`config.mk`:
```
export PLATFORM = sky130hd
export DESIGN_NAME = llc_mshr_table
export DESIGN_NICKNAME = d
export VERILOG_FILES = /design/src/rtl/llc_mshr_table_pkg.sv /design/src/rtl/llc_mshr_pri_enc.sv /design/src/rtl/llc_mshr_table.sv
export SDC_FILE = /design/constraint.sdc
export NUM_CORES = 1
export LEC_CHECK = 0
export BUFFER_PORTS_ARGS = -buffer_cell sky130_fd_sc_hd__buf_2
export CORE_MARGIN = 5
export CORE_UTILIZATION = 62
export CTS_BUF_LIST = sky130_fd_sc_hd__clkbuf_16
export DETAILED_ROUTE_END_ITERATION = 10
export PLACE_DENSITY_LB_ADDON = 0.3
export SYNTH_ARGS = -nofsm -noshare
export SYNTH_HDL_FRONTEND = slang
export SYNTH_HIERARCHICAL = 1
export SYNTH_SLANG_ARGS = --single-unit
```
`constraint.sdc`:
```
create_clock -name clk -period 6.15 [get_ports clk]
set_input_delay 0.615 -clock clk [delete_from_list [all_inputs] [get_ports clk]]
set_output_delay 0.615 -clock clk [all_outputs]
set_load 0.02 [all_outputs]
```
`src/rtl/llc_mshr_table_pkg.sv`:
```
// rtl/llc_mshr_table_pkg.sv - shared types and constants for the LLC MSHR table
package llc_mshr_table_pkg;

   localparam int LLC_N_MSHR       = 4;
   localparam int LLC_MSHR_BITS    = $clog2(LLC_N_MSHR);
   localparam int LLC_MSHR_BITS_P1 = LLC_MSHR_BITS + 1;

   typedef logic [7:0]               llc_set_t;
   typedef logic [11:0]              llc_tag_t;
   typedef logic [2:0]               llc_way_t;
   typedef logic [LLC_MSHR_BITS-1:0] llc_mshr_id_t;

   typedef struct packed {
      logic     valid;
      llc_set_t set;
      llc_tag_t tag;
      llc_way_t way;
   } llc_mshr_entry_t;

endpackage

```
`src/rtl/llc_mshr_pri_enc.sv`:
```
// rtl/llc_mshr_pri_enc.sv - lowest-index priority encoder
module llc_mshr_pri_enc #(
   parameter int N = 4,
   localparam int W = $clog2(N)
) (
   input  logic [N-1:0] req,
   output logic         any,
   output logic [W-1:0] id
);

   // scan from the top down so the lowest set bit wins
   always_comb begin
      any = |req;
      id  = '0;
      for (int i = N - 1; i >= 0; i--) begin
         if (req[i]) id = W'(i);
      end
   end

endmodule

```
`src/rtl/llc_mshr_table.sv`:
```
// rtl/llc_mshr_table.sv - MSHR table with lookup, count pulses and set-conflict tracking
module llc_mshr_table
   import llc_mshr_table_pkg::*;
#(
   parameter int N_MSHR   = LLC_N_MSHR,
   parameter int SET_BITS = $bits(llc_set_t),
   parameter int TAG_BITS = $bits(llc_tag_t),
   parameter int WAY_BITS = $bits(llc_way_t),
   localparam int ID_W    = $clog2(N_MSHR),
   localparam int CNT_W   = $clog2(N_MSHR) + 1
) (
   input  logic                clk,
   input  logic                rst,
   input  logic                alloc_valid,
   output logic                alloc_ready,
   input  logic [SET_BITS-1:0] alloc_set,
   input  logic [TAG_BITS-1:0] alloc_tag,
   input  logic [WAY_BITS-1:0] alloc_way,
   output logic [ID_W-1:0]     alloc_id,
   input  logic                free_valid,
   input  logic [ID_W-1:0]     free_id,
   input  logic                lookup_valid,
   input  logic [SET_BITS-1:0] lookup_set,
   input  logic [TAG_BITS-1:0] lookup_tag,
   output logic                lookup_done,
   output logic                lookup_hit,
   output logic [ID_W-1:0]     lookup_hit_id,
   output logic                lookup_conflict,
   output logic                add_mshr_entry,
   output logic                incr_mshr_cnt,
   output logic                set_set_conflict,
   output logic                clr_set_conflict,
   output logic [CNT_W-1:0]    free_cnt,
   output logic                free_err
);

   logic [N_MSHR-1:0]   valid_q;
   logic [SET_BITS-1:0] set_q [N_MSHR];
   logic [TAG_BITS-1:0] tag_q [N_MSHR];
   logic [WAY_BITS-1:0] way_q [N_MSHR];

   logic                cfl_active;
   logic [SET_BITS-1:0] cfl_set;
   logic                cfl_pend;
   logic [SET_BITS-1:0] cfl_pend_set;

   logic [N_MSHR-1:0]   hit_vec;
   logic [N_MSHR-1:0]   set_vec;
   logic                hit_any;
   logic [ID_W-1:0]     hit_id;
   logic                alloc_fire;
   logic                free_fire;
   logic                conflict_now;
   logic                cfl_remain;
   logic                clr_now;
   logic                unused_way;

   llc_mshr_pri_enc #(.N(N_MSHR)) u_free_enc (
      .req (~valid_q),
      .any (alloc_ready),
      .id  (alloc_id)
   );

   llc_mshr_pri_enc #(.N(N_MSHR)) u_hit_enc (
      .req (hit_vec),
      .any (hit_any),
      .id  (hit_id)
   );

   // compare the probe key against the pre-update table
   always_comb begin
      hit_vec = '0;
      set_vec = '0;
      for (int i = 0; i < N_MSHR; i++) begin
         set_vec[i] = valid_q[i] && (set_q[i] == lookup_set);
         hit_vec[i] = valid_q[i] && (set_q[i] == lookup_set) && (tag_q[i] == lookup_tag);
      end
   end

   // request qualification and the post-update check for the tracked conflict set
   always_comb begin
      alloc_fire   = alloc_valid && alloc_ready;
      free_fire    = free_valid && valid_q[free_id];
      conflict_now = lookup_valid && (|set_vec) && !hit_any;
      cfl_remain   = 1'b0;
      for (int i = 0; i < N_MSHR; i++) begin
         if (valid_q[i] && !(free_fire && (free_id == ID_W'(i))) && (set_q[i] == cfl_set))
            cfl_remain = 1'b1;
         if (alloc_fire && (alloc_id == ID_W'(i)) && (alloc_set == cfl_set))
            cfl_remain = 1'b1;
      end
      clr_now = cfl_active && free_fire && (set_q[free_id] == cfl_set) && !cfl_remain;
   end

   // way is carried for the entry but not consumed inside this block
   always_comb begin
      unused_way = 1'b0;
      for (int i = 0; i < N_MSHR; i++) unused_way = unused_way ^ (^way_q[i]);
   end

   // entry payload needs no reset; the valid bit qualifies it
   always_ff @(posedge clk) begin
      if (rst && alloc_fire) begin
         set_q[alloc_id] <= alloc_set;
         tag_q[alloc_id] <= alloc_tag;
         way_q[alloc_id] <= alloc_way;
      end
   end

   // valid bits, free count, result registers and conflict tracking
   always_ff @(posedge clk) begin
      if (!rst) begin
         valid_q          <= '0;
         free_cnt         <= CNT_W'(N_MSHR);
         free_err         <= 1'b0;
         add_mshr_entry   <= 1'b0;
         incr_mshr_cnt    <= 1'b0;
         lookup_done      <= 1'b0;
         lookup_hit       <= 1'b0;
         lookup_hit_id    <= '0;
         lookup_conflict  <= 1'b0;
         set_set_conflict <= 1'b0;
         clr_set_conflict <= 1'b0;
         cfl_active       <= 1'b0;
         cfl_set          <= '0;
         cfl_pend         <= 1'b0;
         cfl_pend_set     <= '0;
      end else begin
         if (alloc_fire) valid_q[alloc_id] <= 1'b1;
         if (free_fire)  valid_q[free_id]  <= 1'b0;
         if (free_valid && !valid_q[free_id]) free_err <= 1'b1;

         if (alloc_fire && !free_fire)      free_cnt <= free_cnt - CNT_W'(1);
         else if (free_fire && !alloc_fire) free_cnt <= free_cnt + CNT_W'(1);

         // a simultaneous alloc and free cancel out, so neither pulse fires
         add_mshr_entry <= alloc_fire && !free_fire;
         incr_mshr_cnt  <= free_fire && !alloc_fire;

         lookup_done     <= lookup_valid;
         lookup_hit      <= lookup_valid && hit_any;
         lookup_hit_id   <= lookup_valid ? hit_id : '0;
         lookup_conflict <= conflict_now;

         set_set_conflict <= 1'b0;
         clr_set_conflict <= 1'b0;
         if (cfl_pend) begin
            set_set_conflict <= 1'b1;
            cfl_active       <= 1'b1;
            cfl_set          <= cfl_pend_set;
            cfl_pend         <= 1'b0;
         end else if (clr_now) begin
            // clear goes out first; a coincident conflict is raised next cycle
            clr_set_conflict <= 1'b1;
            cfl_active       <= 1'b0;
            if (conflict_now) begin
               cfl_pend     <= 1'b1;
               cfl_pend_set <= lookup_set;
            end
         end else if (conflict_now && !cfl_active) begin
            set_set_conflict <= 1'b1;
            cfl_active       <= 1'b1;
            cfl_set          <= lookup_set;
         end
      end
   end

endmodule

```
## Word-level counts from Yosys, hierarchy flattened

Memory sizes are Yosys's and may differ from the RTL's.
Cells that the tools add are included.
Widths: inputs -> output; s select.

| storage, ports and cells | value |
|---|---|
| input port bits | 50 |
| memory bits (writable) | 80 |
| register bits after elaboration | 35 |
| memories kept | 2 |
| word-level logic and storage cells | 159 |

Memory list:

| memory | depth | bits a word | read ports | clocked after memory_dff | wr ports | RTL line | source |
|---|---|---|---|---|---|---|---|
| tag_q | 4 | 12 | 4 | 0 | 1 | llc_mshr_table.sv:39 | `logic [TAG_BITS-1:0] tag_q [N_MSHR];` |
| set_q | 4 | 8 | 5 | 0 | 1 | llc_mshr_table.sv:38 | `logic [SET_BITS-1:0] set_q [N_MSHR];` |

| operators by class | value |
|---|---|
| equal/unequal tests | 21 |
| $add $sub $neg | 2 |
| reductions and logical operators | 67 |
| multiplexer cells | 39 |
| bitwise operators | 8 |
| $lt $le $gt $ge | 4 |

Operator list:

| cell | count |
|---|---|
| $eq 8x8->1 | 10 |
| $eq 12x12->1 | 4 |
| $logic_and 1x1->1 | 43 |
| $mux 8 | 3 |
| $mux 1 | 22 |
| $reduce_or 4->1 | 4 |
| $mux 2 | 6 |
| $mux 4 | 3 |
| $logic_not 1->1 | 10 |
| $eq 2x2->1 const B | 4 |
| $not 4->4 | 2 |
| $lt 2x3->1 const B | 2 |
| $mux 3 | 2 |
| $reduce_or 3->1 | 2 |
| $and 4x4->4 | 1 |
| $demux 1 s2 | 2 |
| $eq 2x1->1 const B | 2 |
| $ge 2x1->1 const B | 2 |
| $logic_not 2->1 | 2 |
| $not 1->1 | 4 |
| $or 4x4->4 | 1 |
| $reduce_bool 2->1 | 2 |
| $add 3x1->3 const B | 1 |
| $reduce_and 3->1 | 1 |
| 6 further kinds | 6 |

## Longest topological paths before layout

| depth | value |
|---|---|
| depth in word-level cells | 19 |
| gate-level depth with buffers | 12 |
| gate-level depth less buffers | 11 |

## Modules after synthesis

Netlist, hierarchy kept.

By module, submodules not included:

| module | times used | cells an instance | area each (um^2) |
|---|---|---|---|
| llc_mshr_table | 1 | 459 | 5605.4 |
| llc_mshr_pri_enc | 2 | 7 | 35.0 |

## Least setup slack after synthesis

Ideal clock, no wire load.

| path | value |
|---|---|
| kind | input to register |
| from | in rst |
| to | mem set_q[1][0] (netlist bit), enable pin |
| arrival | 2585 ps |
| path slack | 3143 ps |
| cell stages on the path | 4 |
| cell sequence | clkbuf_1 > clkbuf_1 > nand2_1 > nor3_1 |

| on the way | value |
|---|---|
| word-level cells in the longest chain between the ends | 3 |

RTL lines:

| what | RTL line | source |
|---|---|---|
| start: declaration | llc_mshr_table.sv:13 | `input logic rst,` |
| $logic_and 1x1->1 | llc_mshr_table.sv:103 | `if (rst && alloc_fire) begin` |
| $mux 1 | llc_mshr_table.sv:103 |  |
| $mux 1 | - |  |
| end: declaration | llc_mshr_table.sv:38 |  |

Every way passes these cells.

==> load_flow_metrics.sql <==
INSERT INTO impl_metrics (metric_group, metric, value, unit) VALUES
('run_status', 'outcome', 'complete, no violations', ''),
('cts', 'cts_num_sinks', '115', ''),
('cts', 'numCtsBuffers', '17', ''),
('pwr', 'power.density', '293.6', 'nW/µm²'),
('worst_setup_path', 'timing.critical_path.required', '6.46', 'ns'),
('timing', 'tightest_slew', '0.7659', 'ns'),
('route', 'drt-total-wl', '13180', 'µm'),
('cts', 'ctsResizeCount', '0', ''),
('yosys', 'muxShareOfSynthArea', '5.203', '%'),
('yosys', 'post_synth.cell_area_avg', '12.00', 'µm²'),
('timing', 'rsz_0062_raised_after_global_routing', 'no', ''),
('yosys', 'yosys_register_bits', '115', ''),
('floorplanning', 'x_dimension_of_the_die', '105.7', 'µm'),
('yosys', 'synth_seq_area_share', '54.67', '%'),
('worst_setup_path', 'critPathLaunchType', 'register', ''),
('floorplanning', 'placeableCoreArea', '9065', 'µm²'),
('placement', 'routabilityCongestion', '0.9174', ''),
('cts', 'cts-root-to-sink-buffers', '2', ''),
('timing', 'hold-worst-slack', '0.4173', 'ns'),
('worst_setup_path', 'critPathCaptureType', 'register', ''),
('floorplanning', 'die_y', '105.7', 'µm'),
('cts', 'clk_transition_reported_paths', '0.06', 'ns'),
('flow_run', 'cap_violations', '0', ''),
('yosys', 'synth.lib_cells_used.distinct', '37', ''),
('route', 'drt_pre_antenna_iters', '7', ''),
('cts', 'insertion_delay', '0.41', 'ns'),
('grt', 'first_global_vias', '3910', ''),
('timing', 'final.setup_skew', '0.007519', 'ns'),
('floorplanning', 'rows', '35', ''),
('floorplanning', 'initial_utilization', '62.61', '%'),
('route', 'wl_per_cell', '20.13', 'µm'),
('yosys', 'share_of_flip_flops_with_an_asynchronous_set_or_reset', '0', '%'),
('grt', 'gr-usage-all-layers', '24.94', '%'),
('yosys', 'synth_fa_ha_area_share', '0.7937', '%'),
('placement', 'place.port_buffers', '62', ''),
('layout', 'final_net_count', '584', ''),
('layout', 'post_route_cells_drive_above_1_share', '20.59', '%'),
('grt', 'grt_start_max_net_pins', '37', ''),
('timing', 'final_max_slew_viol_count', '0', ''),
('cts', 'postCtsSetupBuffers', '0', ''),
('timing', 'setup_violations', '0', ''),
('yosys', 'synth_edf_count', '80', ''),
('timing', 'layout_min_cycle_time', '3.100', 'ns'),
('yosys', 'synth_simple_gate_area_share', '11.57', '%'),
('yosys', 'synthesized_area_fraction_occupied_by_xor_and_xnor_cells', '20.06', '%'),
('yosys', 'synth_top_flop_cell', 'sky130_fd_sc_hd__edfxtp_1', ''),
('grt', 'grt_overflow', '0', ''),
('route', 'route.detailed.vias_per_inst', '5.947', ''),
('timing', 'final.setup.tns', '0', 'ns'),
('route', 'ant_nets', '0', ''),
('worst_setup_path', 'setup.worst_path.class', 'reg2reg', ''),
('yosys', 'synth_area', '5675', 'µm²'),
('worst_setup_path', 'path_max_fanout', '9', ''),
('placement', 'detailedPlacementHpwl', '9231', 'µm'),
('cts', 'tritoncts', 'done', ''),
('cts', 'cts_root_buffer_type', 'sky130_fd_sc_hd__clkbuf_16', ''),
('layout', 'antenna_cells', '0', ''),
('floorplanning', 'floorplan.io_pins', '66', ''),
('timing', 'hold_violations', '0', ''),
('yosys', 'complex_gate_fraction_of_the_synthesized_area', '4.519', '%'),
('cts', 'cts-hold-fix-buffers', '0', ''),
('route', 'route.detailed.drc', '0', ''),
('pwr', 'leakagePower', '2.288', 'nW'),
('grt', 'antenna_found_initial', '0', ''),
('route', 'detail_route.iter0.violations', '290', ''),
('cts', 'cts_max_level', '4', ''),
('route', 'detailroute.via_count', '3895', ''),
('yosys', 'synthCells', '473', ''),
('yosys', 'ys_warn_count', '6', ''),
('layout', 'layout.filler_cells', '595', ''),
('grt', 'wire_length_of_the_first_global_routing_pass', '21290', 'µm'),
('yosys', 'synth_fp_nets', '526', ''),
('layout', 'area.growth.synth_to_final', '16.29', '%'),
('worst_setup_path', 'critPathArrivalTime', '3.41', 'ns'),
('yosys', 'largest_family_of_logic_cells_by_synthesized_area', 'XOR/XNOR gates', ''),
('timing', 'maxSlewHeadroom', '48.55', '%'),
('pwr', 'worst_ir_drop_vdd', '0.0001755', 'V'),
('timing', 'period_utilisation_layout', '50.41', '%'),
('timing', 'clock.fmax', '322.6', 'MHz'),
('floorplanning', 'design.die.area', '11170', 'µm²'),
('hold_path', 'hold_path_class', 'in2reg', '');
==> sequential cells by signal, indices dropped and copies added (netlist names), 2 cells and up <==
name and count:
free_cnt 3, lookup_hit_id 2, cfl_pend_set 8, set_q 32, valid_q 4, tag_q 48
cfl_set 8
==> synthesized netlist by cell type (12+ instances only) <==
master	count	share of area [%]
sky130_fd_sc_hd__nor4_1	12	1.3
sky130_fd_sc_hd__a211oi_1	16	2.1
sky130_fd_sc_hd__dfxtp_1	35	12
sky130_fd_sc_hd__o21ai_0	13	1.1
sky130_fd_sc_hd__xor2_1	46	7.1
sky130_fd_sc_hd__nor2_1	23	1.5
sky130_fd_sc_hd__inv_1	13	0.86
sky130_fd_sc_hd__nand4_1	25	2.8
sky130_fd_sc_hd__nor3_1	14	1.2
sky130_fd_sc_hd__edfxtp_1	80	42
sky130_fd_sc_hd__nand2_1	24	1.6
sky130_fd_sc_hd__xnor2_1	84	13
sky130_fd_sc_hd__clkbuf_1	16	1.1
==> logic make-up after synthesis <==
logic type / Yosys count
xor+xnor: 130
simple gates: 125
flops: 115
buf+inv: 41
compound gates: 40
mux: 19
fa+ha+maj: 3
==> per-layer routing <==
layer / wire, µm / track usage [%] / up-vias
li1: - / - / 1802
met1: 5617 / 34.88 / 1905
met2: 6349 / 38.75 / 166
met3: 1028 / 5.818 / 22
met4: 188 / 8.048 / 0
met5: 0 / 0 / -
==> power breakdown <==
part	total (mW)	leakage [nW]	switching, mW	internal [mW]
Clock	0.929	0.267	0.371	0.558
Combinational	0.149	1.01	0.0891	0.0601
Sequential	0.859	1.01	0.0127	0.847
Total	1.94	2.29	0.473	1.46
==> cell usage in the layout, fill, tap and decap left out, types with 16 or more instances in the layout <==
| cell type | n |
|---|---|
| sky130_fd_sc_hd__xnor2_1 | 84 |
| sky130_fd_sc_hd__buf_2 | 62 |
| sky130_fd_sc_hd__nor2_1 | 21 |
| sky130_fd_sc_hd__nand2_1 | 24 |
| sky130_fd_sc_hd__nand4_1 | 25 |
| sky130_fd_sc_hd__edfxtp_1 | 80 |
| sky130_fd_sc_hd__xor2_1 | 46 |
| sky130_fd_sc_hd__a211oi_1 | 16 |
| sky130_fd_sc_hd__dfxtp_1 | 35 |
| sky130_fd_sc_hd__clkbuf_16 | 17 |
==> final cells by class <==
class	instances	area (µm²)	area share [%]
multi-input cells	317	2407	36.47
inverters	14	52.55	0.7962
repair buffers	66	340.3	5.156
clock inverters	15	132.6	2.009
clock buffers	17	425.4	6.445
flip-flops and latches	115	3103	47.01
well taps	111	138.9	2.104
==> worst max-delay path, cell delays in order, from the launching register on <==
cell,delay [ns]
sky130_fd_sc_hd__edfxtp_1,0.48
sky130_fd_sc_hd__xor2_1,0.18
sky130_fd_sc_hd__nor4_1,0.30
sky130_fd_sc_hd__nand4_1,0.20
sky130_fd_sc_hd__nor4_1,0.59
sky130_fd_sc_hd__nor2_1,0.10
sky130_fd_sc_hd__nand2_1,0.11
sky130_fd_sc_hd__nand2b_1,0.23
sky130_fd_sc_hd__nor2_1,0.19
sky130_fd_sc_hd__and2_1,0.32
sky130_fd_sc_hd__a211oi_1,0.29
==> worst paths after layout <==
kind	slack [ns]	from	cells past startpoint	to
worst max-delay path	3.05	set_q[0][3]	10	cfl_set[7]
worst min-delay path	0.42	alloc_tag[5]	1	tag_q[0][5]
worst max register to register	3.05	set_q[0][3]	10	cfl_set[7]
worst min register to register	0.46	cfl_pend_set[3]	2	cfl_pend_set[3]
==> per-stage QoR <==
| stage | power, mW | std cells | util (%) | cell area, µm² | worst slack [ns] |
|---|---|---|---|---|---|
| 6_report | 1.938 | 655 | 72.81 | 6600 | 3.050 |
| 3_5_place_dp | 1.022 | 623 | 66.65 | 6042 | 2.875 |
| 2_1_floorplan | 0.9664 | 473 | - | 5675 | 3.143 |
| 4_1_cts | 1.937 | 655 | 72.81 | 6600 | 3.103 |
| 5_1_grt | 1.998 | 655 | 72.81 | 6600 | 2.768 |
| 3_3_place_gp | 1.018 | 623 | 66.65 | 6042 | 2.959 |
(Power assumes the default switching activity.)
